==> src/rtl/switch_logic_pkg.sv <==
// Shared mode encoding and defaults for the switch logic unit.
// Consumed by the debounce filter and the top-level evaluator.
package switch_logic_pkg;

  localparam int MODE_W = 3;
  localparam int DEBOUNCE_LIMIT_25MHZ = 250000;

  typedef enum logic [MODE_W-1:0] {
    MODE_PASS  = 3'd0,
    MODE_AND   = 3'd1,
    MODE_OR    = 3'd2,
    MODE_XOR   = 3'd3,
    MODE_MAJ   = 3'd4,
    MODE_COUNT = 3'd5
  } mode_e;

  function automatic mode_e next_mode(input mode_e cur);
    mode_e nxt;
    case (cur)
      MODE_PASS:  nxt = MODE_AND;
      MODE_AND:   nxt = MODE_OR;
      MODE_OR:    nxt = MODE_XOR;
      MODE_XOR:   nxt = MODE_MAJ;
      MODE_MAJ:   nxt = MODE_COUNT;
      MODE_COUNT: nxt = MODE_PASS;
      default:    nxt = MODE_PASS;
    endcase
    return nxt;
  endfunction

endpackage

==> src/rtl/switch_logic_unit_debounce.sv <==
// Two-flop synchroniser followed by a saturating stability counter; the output
// only follows the input after DEBOUNCE_LIMIT consecutive differing samples.
module debounce_filter
  import switch_logic_pkg::*;
#(
  parameter int DEBOUNCE_LIMIT = DEBOUNCE_LIMIT_25MHZ
) (
  input  logic i_Clk,
  input  logic i_Rst_L,
  input  logic i_Raw,
  output logic o_Db
);

  localparam int CNT_W = $clog2(DEBOUNCE_LIMIT);
  localparam logic [CNT_W-1:0] CNT_LAST = CNT_W'(DEBOUNCE_LIMIT - 1);
  localparam logic [CNT_W-1:0] CNT_ONE  = CNT_W'(1);
  localparam logic [CNT_W-1:0] CNT_ZERO = CNT_W'(0);

  logic             sync1_q;
  logic             sync2_q;
  logic             db_q;
  logic             db_d;
  logic [CNT_W-1:0] cnt_q;
  logic [CNT_W-1:0] cnt_d;

  // Counter clears on agreement and on acceptance, so it can never wrap.
  always_comb begin
    cnt_d = CNT_ZERO;
    db_d  = db_q;
    if (sync2_q == db_q) begin
      cnt_d = CNT_ZERO;
    end else if (cnt_q == CNT_LAST) begin
      db_d  = sync2_q;
      cnt_d = CNT_ZERO;
    end else begin
      cnt_d = cnt_q + CNT_ONE;
    end
  end

  // Synchroniser, counter and debounced value registers.
  always_ff @(posedge i_Clk or negedge i_Rst_L) begin
    if (!i_Rst_L) begin
      sync1_q <= 1'b0;
      sync2_q <= 1'b0;
      cnt_q   <= CNT_ZERO;
      db_q    <= 1'b0;
    end else begin
      sync1_q <= i_Raw;
      sync2_q <= sync1_q;
      cnt_q   <= cnt_d;
      db_q    <= db_d;
    end
  end

  assign o_Db = db_q;

endmodule

==> src/rtl/switch_logic_unit.sv <==
// Debounced switch bank feeding a button-selected logic function whose result
// is registered onto the LEDs.
module switch_logic_unit
  import switch_logic_pkg::*;
#(
  parameter int NUM_SW         = 4,
  parameter int NUM_LED        = 4,
  parameter int DEBOUNCE_LIMIT = DEBOUNCE_LIMIT_25MHZ,
  parameter int MAJ_THRESH     = NUM_SW / 2 + 1
) (
  input  logic               i_Clk,
  input  logic               i_Rst_L,
  input  logic [NUM_SW-1:0]  i_Switch,
  input  logic               i_Mode_Btn,
  output logic [NUM_LED-1:0] o_LED,
  output logic [2:0]         o_Mode,
  output logic [NUM_SW-1:0]  o_Sw_Db
);

  localparam int PC_W    = $clog2(NUM_SW + 1);
  localparam int N_PASS  = (NUM_SW < NUM_LED) ? NUM_SW : NUM_LED;
  localparam int LED_MAX = (1 << NUM_LED) - 1;

  logic [NUM_SW-1:0]  sw_db_s;
  logic               btn_db_s;
  logic               btn_prev_q;
  logic               btn_rise_s;
  mode_e              mode_q;
  logic [PC_W-1:0]    pop_s;
  logic [NUM_LED-1:0] led_d;
  logic [NUM_LED-1:0] led_q;

  for (genvar g = 0; g < NUM_SW; g++) begin : g_sw
    debounce_filter #(.DEBOUNCE_LIMIT(DEBOUNCE_LIMIT)) u_sw_db (
      .i_Clk   (i_Clk),
      .i_Rst_L (i_Rst_L),
      .i_Raw   (i_Switch[g]),
      .o_Db    (sw_db_s[g])
    );
  end

  debounce_filter #(.DEBOUNCE_LIMIT(DEBOUNCE_LIMIT)) u_btn_db (
    .i_Clk   (i_Clk),
    .i_Rst_L (i_Rst_L),
    .i_Raw   (i_Mode_Btn),
    .o_Db    (btn_db_s)
  );

  assign btn_rise_s = btn_db_s & ~btn_prev_q;

  // Mode FSM: one step per debounced press; illegal codes recover to PASS.
  always_ff @(posedge i_Clk or negedge i_Rst_L) begin
    if (!i_Rst_L) begin
      btn_prev_q <= 1'b0;
      mode_q     <= MODE_PASS;
    end else begin
      btn_prev_q <= btn_db_s;
      case (mode_q)
        MODE_PASS, MODE_AND, MODE_OR, MODE_XOR, MODE_MAJ, MODE_COUNT: begin
          if (btn_rise_s) begin
            mode_q <= next_mode(mode_q);
          end else begin
            mode_q <= mode_q;
          end
        end
        default: mode_q <= MODE_PASS;
      endcase
    end
  end

  // Population count of the debounced switches.
  always_comb begin
    pop_s = PC_W'(0);
    for (int i = 0; i < NUM_SW; i++) begin
      pop_s = pop_s + PC_W'(sw_db_s[i]);
    end
  end

  // LED function select.
  always_comb begin
    led_d = {NUM_LED{1'b0}};
    case (mode_q)
      MODE_PASS: begin
        for (int i = 0; i < N_PASS; i++) begin
          led_d[i] = sw_db_s[i];
        end
      end
      MODE_AND:  led_d[0] = &sw_db_s;
      MODE_OR:   led_d[0] = |sw_db_s;
      MODE_XOR:  led_d[0] = ^sw_db_s;
      MODE_MAJ:  led_d[0] = (int'(pop_s) >= MAJ_THRESH);
      MODE_COUNT: begin
        if (int'(pop_s) > LED_MAX) begin
          led_d = {NUM_LED{1'b1}};
        end else begin
          led_d = NUM_LED'(pop_s);
        end
      end
      default:   led_d = {NUM_LED{1'b0}};
    endcase
  end

  // LED output register.
  always_ff @(posedge i_Clk or negedge i_Rst_L) begin
    if (!i_Rst_L) begin
      led_q <= {NUM_LED{1'b0}};
    end else begin
      led_q <= led_d;
    end
  end

  assign o_LED   = led_q;
  assign o_Mode  = mode_q;
  assign o_Sw_Db = sw_db_s;

endmodule

==> config.mk <==
export PLATFORM = sky130hd
export DESIGN_NAME = switch_logic_unit
export DESIGN_NICKNAME = d
export VERILOG_FILES = /design/src/rtl/switch_logic_pkg.sv /design/src/rtl/switch_logic_unit_debounce.sv /design/src/rtl/switch_logic_unit.sv
export SDC_FILE = /design/constraint.sdc
export NUM_CORES = 1
export LEC_CHECK = 0
export CAP_MARGIN = 25
export CORE_UTILIZATION = 55
export CTS_BUF_LIST = sky130_fd_sc_hd__clkbuf_16
export DETAILED_ROUTE_END_ITERATION = 10
export GPL_TIMING_DRIVEN = 1
export PLACE_DENSITY_LB_ADDON = 0.12
export RECOVER_POWER = 100
export SLEW_MARGIN = 20
export SYNTH_ARGS = -nofsm -noshare
export SYNTH_HDL_FRONTEND = slang
export SYNTH_SLANG_ARGS = --single-unit
==> constraint.sdc <==
create_clock -name i_Clk -period 2.5 [get_ports i_Clk]
set_input_delay 0.25 -clock i_Clk [delete_from_list [all_inputs] [get_ports i_Clk]]
set_output_delay 0.25 -clock i_Clk [all_outputs]
set_load 0.02 [all_outputs]
======== After elaboration in Yosys (flattened, before gate mapping) ========
Cells that the tools add are included.
storage, ports and cells
  output and inout bits ................... 11
  logic and storage cells ................. 80
  register bits ........................... 113
  bits of input ports ..................... 7
cells by class
  bitwise logic cells ..................... 7
  eq/ne operators ......................... 16
  mux-type cells .......................... 15
  reduce and logical (&&, ||, !) cells .... 10
  add/subtract/negate cells ............... 8
  order comparisons ....................... 1
operator list
  kind                                                 count
  2-to-1 mux 18 bit                                    10
  adder 18 x 1 -> 18 bit, second input constant        5
  equality test 18 bit, second input constant          5
  case mux 3 bit (5 select lines)                      1
  AND reduction 2 bit                                  5
  equality test 3 x 2 -> 1 bit, second input constant  2
  equality test 3 bit, second input constant           2
  2-to-1 mux 3 bit                                     2
  NOT 1 bit                                            6
  case mux 1 bit (6 select lines)                      1
  case mux 3 bit (2 select lines)                      1
  OR reduction 6 bit                                   1
  equality test 1 bit                                  5
  AND reduction 4 bit                                  1
  OR reduction 4 bit                                   1
  parity 4 bit                                         1
  adder 2 x 1 -> 3 bit                                 1
  adder 3 x 1 -> 3 bit                                 1
  equality test 3 x 1 -> 1 bit, second input constant  1
  >= comparator 3 x 2 -> 1 bit, second input constant  1
  zero test 3 bit                                      1
  adder 1 x 1 -> 2 bit                                 1
  != test 2 bit, second input constant                 1
  bitwise AND 1 bit                                    1

======== Longest topological paths before layout ========
  word-level depth ........................ 5
  gate-level depth with buffers ........... 9
  gate-level depth less buffers ........... 9

======== Modules after synthesis ========
Synthesis repeated with hierarchy kept, for this count alone.
unflattened totals
  cell total of the unflattened synthesis .. 547
  area, all modules ....................... 5,656.7 sq um
by module, submodules not included
  module             seq. area each (sq um)  times used  cells each  area an instance (sq um)
  debounce_filter    525.5                   5           99          1,029.7
  switch_logic_unit  200.2                   1           52          508.0

======== Least setup slack after synthesis ========
No wires, ideal clock.
  kind .................................... register to register
  start ................................... register g_sw[0].u_sw_db.db_q
  end ..................................... register led_q[0] (netlist: o_LED[0])
  buffers on the path ..................... 0
  arrival ................................. 1,896 ps
  data required time ...................... 2,364 ps
  setup slack ............................. 468 ps
  stages on the path, launching flop included .. 10
  library setup time ...................... 136 ps
  period minus slack after synthesis ...... 2,032 ps
  cell sequence ........................... dfrtp_1 > inv_1 > fa_1 > inv_1 > ha_1 > ha_1 > o211ai_1 > o221ai_1 > nor2_1 > a21oi_1
between the ends
  cells in the longest elaborated chain, start to end .. 5
  elaborated cells on any way between the ends .. 8
  those cells by class .................... add/sub: 3; order compare: 1; mux: 1; reduce/logical: 3
ends and longest elaborated chain
  item                               RTL line                          source
  from (decl)                        switch_logic_unit_debounce.sv:21  logic db_q;
  from (signal assigned)             switch_logic_unit_debounce.sv:46  db_q <= 1'b0;
  from (signal assigned)             switch_logic_unit_debounce.sv:51  db_q <= db_d;
  adder 1 x 1 -> 2 bit               switch_logic_unit.sv:75           pop_s = pop_s + PC_W'(sw_db_s[i]);
  adder 2 x 1 -> 3 bit               switch_logic_unit.sv:75
  adder 3 x 1 -> 3 bit               switch_logic_unit.sv:75
  >= comparator 3 x 2 -> 1 bit       switch_logic_unit.sv:91           MODE_MAJ: led_d[0] = (int'(pop_s) >= MAJ_THRESH);
  case mux 1 bit (6 select lines) *  switch_logic_unit.sv:82           case (mode_q)
  net led_d[0]                       switch_logic_unit.sv:30           logic [NUM_LED-1:0] led_d;
  to (signal assigned)               switch_logic_unit.sv:106          led_q <= {NUM_LED{1'b0}};
  to (signal assigned)               switch_logic_unit.sv:108          led_q <= led_d;
  to (decl)                          switch_logic_unit.sv:31           logic [NUM_LED-1:0] led_q;
The timed path passes the listed nets; every way through them passes the cells marked *.
A chain may end at the register's enable or synchronous reset.

======== Worst setup path after layout ========
  start ................................... register g_sw[3].u_sw_db.cnt_q[13]
  end ..................................... register g_sw[3].u_sw_db.cnt_q[14]
between the ends
  cells in the longest elaborated chain, start to end .. 3
  elaborated cells on any way between the ends .. 4
  those cells by class .................... add/sub: 1; eq/ne: 1; mux: 2
ends and longest elaborated chain
  item                                                            RTL line                                                            source
  from (decl)                                                     switch_logic_unit_debounce.sv:23                                    logic [CNT_W-1:0] cnt_q;
  from (signal assigned)                                          switch_logic_unit_debounce.sv:50                                    cnt_q <= cnt_d;
  adder 18 x 1 -> 18 bit or equality test 18 bit (tied branches)  switch_logic_unit_debounce.sv:36, switch_logic_unit_debounce.sv:32
  2-to-1 mux 18 bit *                                             switch_logic_unit_debounce.sv:32                                    end else if (cnt_q == CNT_LAST) begin
  2-to-1 mux 18 bit *                                             switch_logic_unit_debounce.sv:30                                    if (sync2_q == db_q) begin
  net g_sw[3].u_sw_db.cnt_d[14]                                   switch_logic_unit_debounce.sv:24                                    logic [CNT_W-1:0] cnt_d;
Marked as above.

==> results.yml <==
pwr:
  power.density_mw_per_mm2: 697
  p_int_w: 0.00353
  switching_power_w: 0.000910
  swShare: 0.205
  p_clk_frac: 0.549
  seq_power_share: 0.425
  ir_drop_mv: 0.671
  p_leak_nw: 2.63
  p_comb_frac: 0.026
critical_path:
  cp_data_arrival_time_ns: 2.48
  crit_path_cell_trace: "or4b_1 > or4_1 > o21ai_4 > nor2_1"
  worstPathRequired_ns: 2.78
  crit_path_top_delay_cell: "or4_1"
  start_kind: "flip-flop"
  critical_path_class: "reg2reg"
  rr_startpoint: "g_sw[3].u_sw_db.cnt_q[13]$_DFF_PN0_"
  crit_path_max_fanout: 18
  cp_slowest_stage_delay_ns: 0.55
  critPathLaunch: "g_sw[3].u_sw_db.cnt_q[13]$_DFF_PN0_"
  cp-end-kind: "flip-flop"
placed_design:
  placedCellCount: 690
  port_buffers: 17
  routabilityCongestion: 0.807
  dpl.hpwl_mm: 6.93
detailed_routing:
  viasPerCell: 5.52
  drtAntennaViolNets: 0
  first_pass_iters: 5
  wl_mm: 10.3
  drc_errors: 0
  routed-via-count: 3990
  drt-initial-drc-count: 181
  wl_per_cell_um: 14.2
sta:
  fin_skew_ns: 0.0133
  setup_viol: 0
  rsz0062_at_grt: "false"
  post-route-min-period_ns: 2.21
  slew_headroom: 0.129
  period_share: 0.883
  drv_slew: 0
  tightest_slew_ns: 1.31
  hold_violations: 0
  setup_tns_ns: 0
  fmax_mhz: 453
clock_tree:
  clock-root-buffer: "clkbuf_16"
  h-tree-depth: 4
  clk_pin_slew_ns: 0.05
  cts_buffers: 17
  clkLatencyLatePin_ns: 0.42
  clockBufferDepth: 2
  cts_sinks: 113
  ctsResizeCount: 0
  cts_tree: "done"
die:
  io_pins: 18
  start_util: 0.564
  die_h_um: 102
  die-area_mm2: 0.0104
  chipWidth_um: 102
  rows: 36
  core_mm2: 0.00973
cells_and_area:
  layout_common_cells: "dfrtp_1 (113), nor2_1 (94), xnor2_1 (51), nand3_1 (35), nand2_1 (29)"
  fill_cells: 814
  seqCellArea_mm2: 0.00283
  drive_above_1_share: 0.0661
  layout_commonest_cell: "dfrtp_1"
  areaGrowthSynthToFinish_pct: 16.1
  nets: 596
  antennaDiodeCount: 0
  multi_input_area_mm2: 0.00246
  finalNonFillerCells: 723
synth:
  synth_area_mm2: 0.00548
  synthAdderAreaFrac: 0.0287
  avgSynthCellArea_um2: 10.2
  synth-compound-area-share: 0.0452
  yosysSeqAreaShare: 0.516
  synth_simple_gate_area_frac: 0.244
  ys_ff_latch: 113
  synth_warnings: 0
  syn_inst: 539
  synth_cell_types: 38
  synth_fp_nets: 558
  synthXorXnorAreaFrac: 0.126
  synth_top_family_by_area: "simple AND/OR/NAND/NOR gates"
  muxShareOfSynthArea: 0.0121
global_route:
  grt.total_usage: 0.224
  grt_pass1_vias: 3871
  grt_use_met1: 0.284
  grt_overflow: 0
  grt_use_met3: 0.0622
  grtUsageMet2: 0.355
  antenna_found_initial: 0
  grt_first_pass_wirelength_mm: 17.6
  busiest_layer: "met2"
  grt_start_max_net_pins: 55
flow_run:
  maxCapViolCount: 0
hold_path:
  hp-class: "reg2reg"
  hold_start: "g_sw[0].u_sw_db.sync1_q$_DFF_PN0_"
run_status:
  outcome: "finished, final reports clean"
==> per-stage QoR <==
stage / power [W] / worst slack (ns) / cell area, µm² / hold slack, ns / util
after detailed placement: 0.00205 / 0.328 / 5860 / 0.341 / 0.602
after global placement: 0.00204 / 0.386 / 5860 / 0.333 / 0.602
after floorplan: 0.00197 / 0.468 / 5480 / -0.0456 / -
after global routing: 0.00460 / 0.137 / 6370 / 0.365 / 0.655
after CTS: 0.00452 / 0.320 / 6470 / 0.259 / 0.665
final: 0.00444 / 0.293 / 6370 / 0.350 / 0.655
==> worst paths after layout <==
kind | end | slack [ns] | depth (start not counted)
worst max-delay path | g_sw[3].u_sw_db.cnt_q[14]$_DFF_PN0_ | 0.29 | 4
worst min-delay path | g_sw[0].u_sw_db.sync2_q$_DFF_PN0_ | 0.35 | 0
worst max register to register | g_sw[3].u_sw_db.cnt_q[14]$_DFF_PN0_ | 0.29 | 4
worst min register to register | g_sw[0].u_sw_db.sync2_q$_DFF_PN0_ | 0.35 | 0
max in group asynchronous | g_sw[1].u_sw_db.cnt_q[17]$_DFF_PN0_ | 0.56 | 3
min in group asynchronous | g_sw[0].u_sw_db.cnt_q[11]$_DFF_PN0_ | 0.67 | 2
==> cell families after synthesis <==
family	count (synthesis)
fa+ha+maj	12
compound gates	32
xor+xnor	79
buf+inv	34
simple gates	263
flops	113
mux	6
==> power by group through the flow <==
| stage | Clock (W) | Combinational (W) | Sequential (W) |
|---|---|---|---|
| detailed placement | 0 | 0.000131 | 0.00192 |
| floorplan | 0 | 0.0000605 | 0.00191 |
| global route | 0.00258 | 0.000136 | 0.00189 |
| global placement | 0 | 0.000128 | 0.00191 |
| finish | 0.00244 | 0.000115 | 0.00189 |
| CTS | 0.00250 | 0.000135 | 0.00189 |
==> state kept, by name, indices dropped and copies added, names as in the netlist <==
signal,flops
g_sw.u_sw_db.cnt_q,72
u_btn_db.o_Db,1
u_btn_db.sync2_q,1
g_sw.u_sw_db.sync2_q,4
btn_prev_q,1
u_btn_db.cnt_q,18
g_sw.u_sw_db.sync1_q,4
u_btn_db.sync1_q,1
o_LED,4
o_Mode,3
g_sw.u_sw_db.o_Db,4
==> timing repair <==
action / in CTS / in global routing
buffers inserted: 0 / 0
hold buffers: 1 / 0
hold endpoints to repair: 51 / 0
==> cell type report <==
type / instances / area share
flip-flops and latches: 113 / 0.444
multi-input cells: 392 / 0.386
clock buffers: 17 / 0.0668
repair buffers: 31 / 0.0369
clock inverters: 15 / 0.0273
well taps: 133 / 0.0261
inverters: 22 / 0.0130
==> critical path, delay by kind of cell (launching register included) <==
kind | cells | cell delay (ns)
simple gates | 3 | 1.19
compound gates | 1 | 0.45
flops | 1 | 0.42
==> layer usage <==
layer	wire length, µm	part of all wire	up-vias
li1	-	-	1972
met1	4860	0.47	1943
met2	4980	0.48	62
met3	280	0.027	13
met4	178	0.017	0
met5	0	0	-
==> Yosys cell counts <==
| cell type | number | area [µm²] |
|---|---|---|
| a21oi_1 | 13 | 65.1 |
| a31oi_1 | 1 | 6.26 |
| and4_1 | 8 | 70.1 |
| buf_2 | 3 | 15.0 |
| buf_4 | 4 | 30.0 |
| buf_6 | 1 | 11.3 |
| clkbuf_1 | 4 | 15.0 |
| dfrtp_1 | 113 | 2830 |
| fa_1 | 1 | 20.0 |
| ha_1 | 11 | 138 |
| inv_1 | 22 | 82.6 |
| mux2_2 | 5 | 56.3 |
| mux2i_1 | 1 | 10.0 |
| nand2_1 | 29 | 109 |
| nand3_1 | 35 | 175 |
| nand3b_1 | 3 | 22.5 |
| nand4_1 | 26 | 163 |
| nand4_2 | 1 | 12.5 |
| nor2_1 | 94 | 353 |
| nor2b_1 | 2 | 12.5 |
| nor3_1 | 15 | 75.1 |
| nor4_1 | 28 | 175 |
| nor4b_1 | 3 | 26.3 |
| o211ai_1 | 1 | 7.51 |
| o21ai_0 | 6 | 30.0 |
| o21ai_4 | 1 | 16.3 |
| o221ai_1 | 1 | 8.76 |
| o31ai_1 | 5 | 37.5 |
| o41ai_2 | 3 | 48.8 |
| o41ai_4 | 1 | 27.5 |
| or2_2 | 1 | 6.26 |
| or2b_1 | 1 | 7.51 |
| or3_1 | 6 | 37.5 |
| or4_1 | 7 | 52.6 |
| or4_4 | 1 | 11.3 |
| or4b_1 | 3 | 30.0 |
| xnor2_1 | 51 | 447 |
| xor2_1 | 28 | 245 |
No activity file was read; power rests on OpenSTA's default activity.
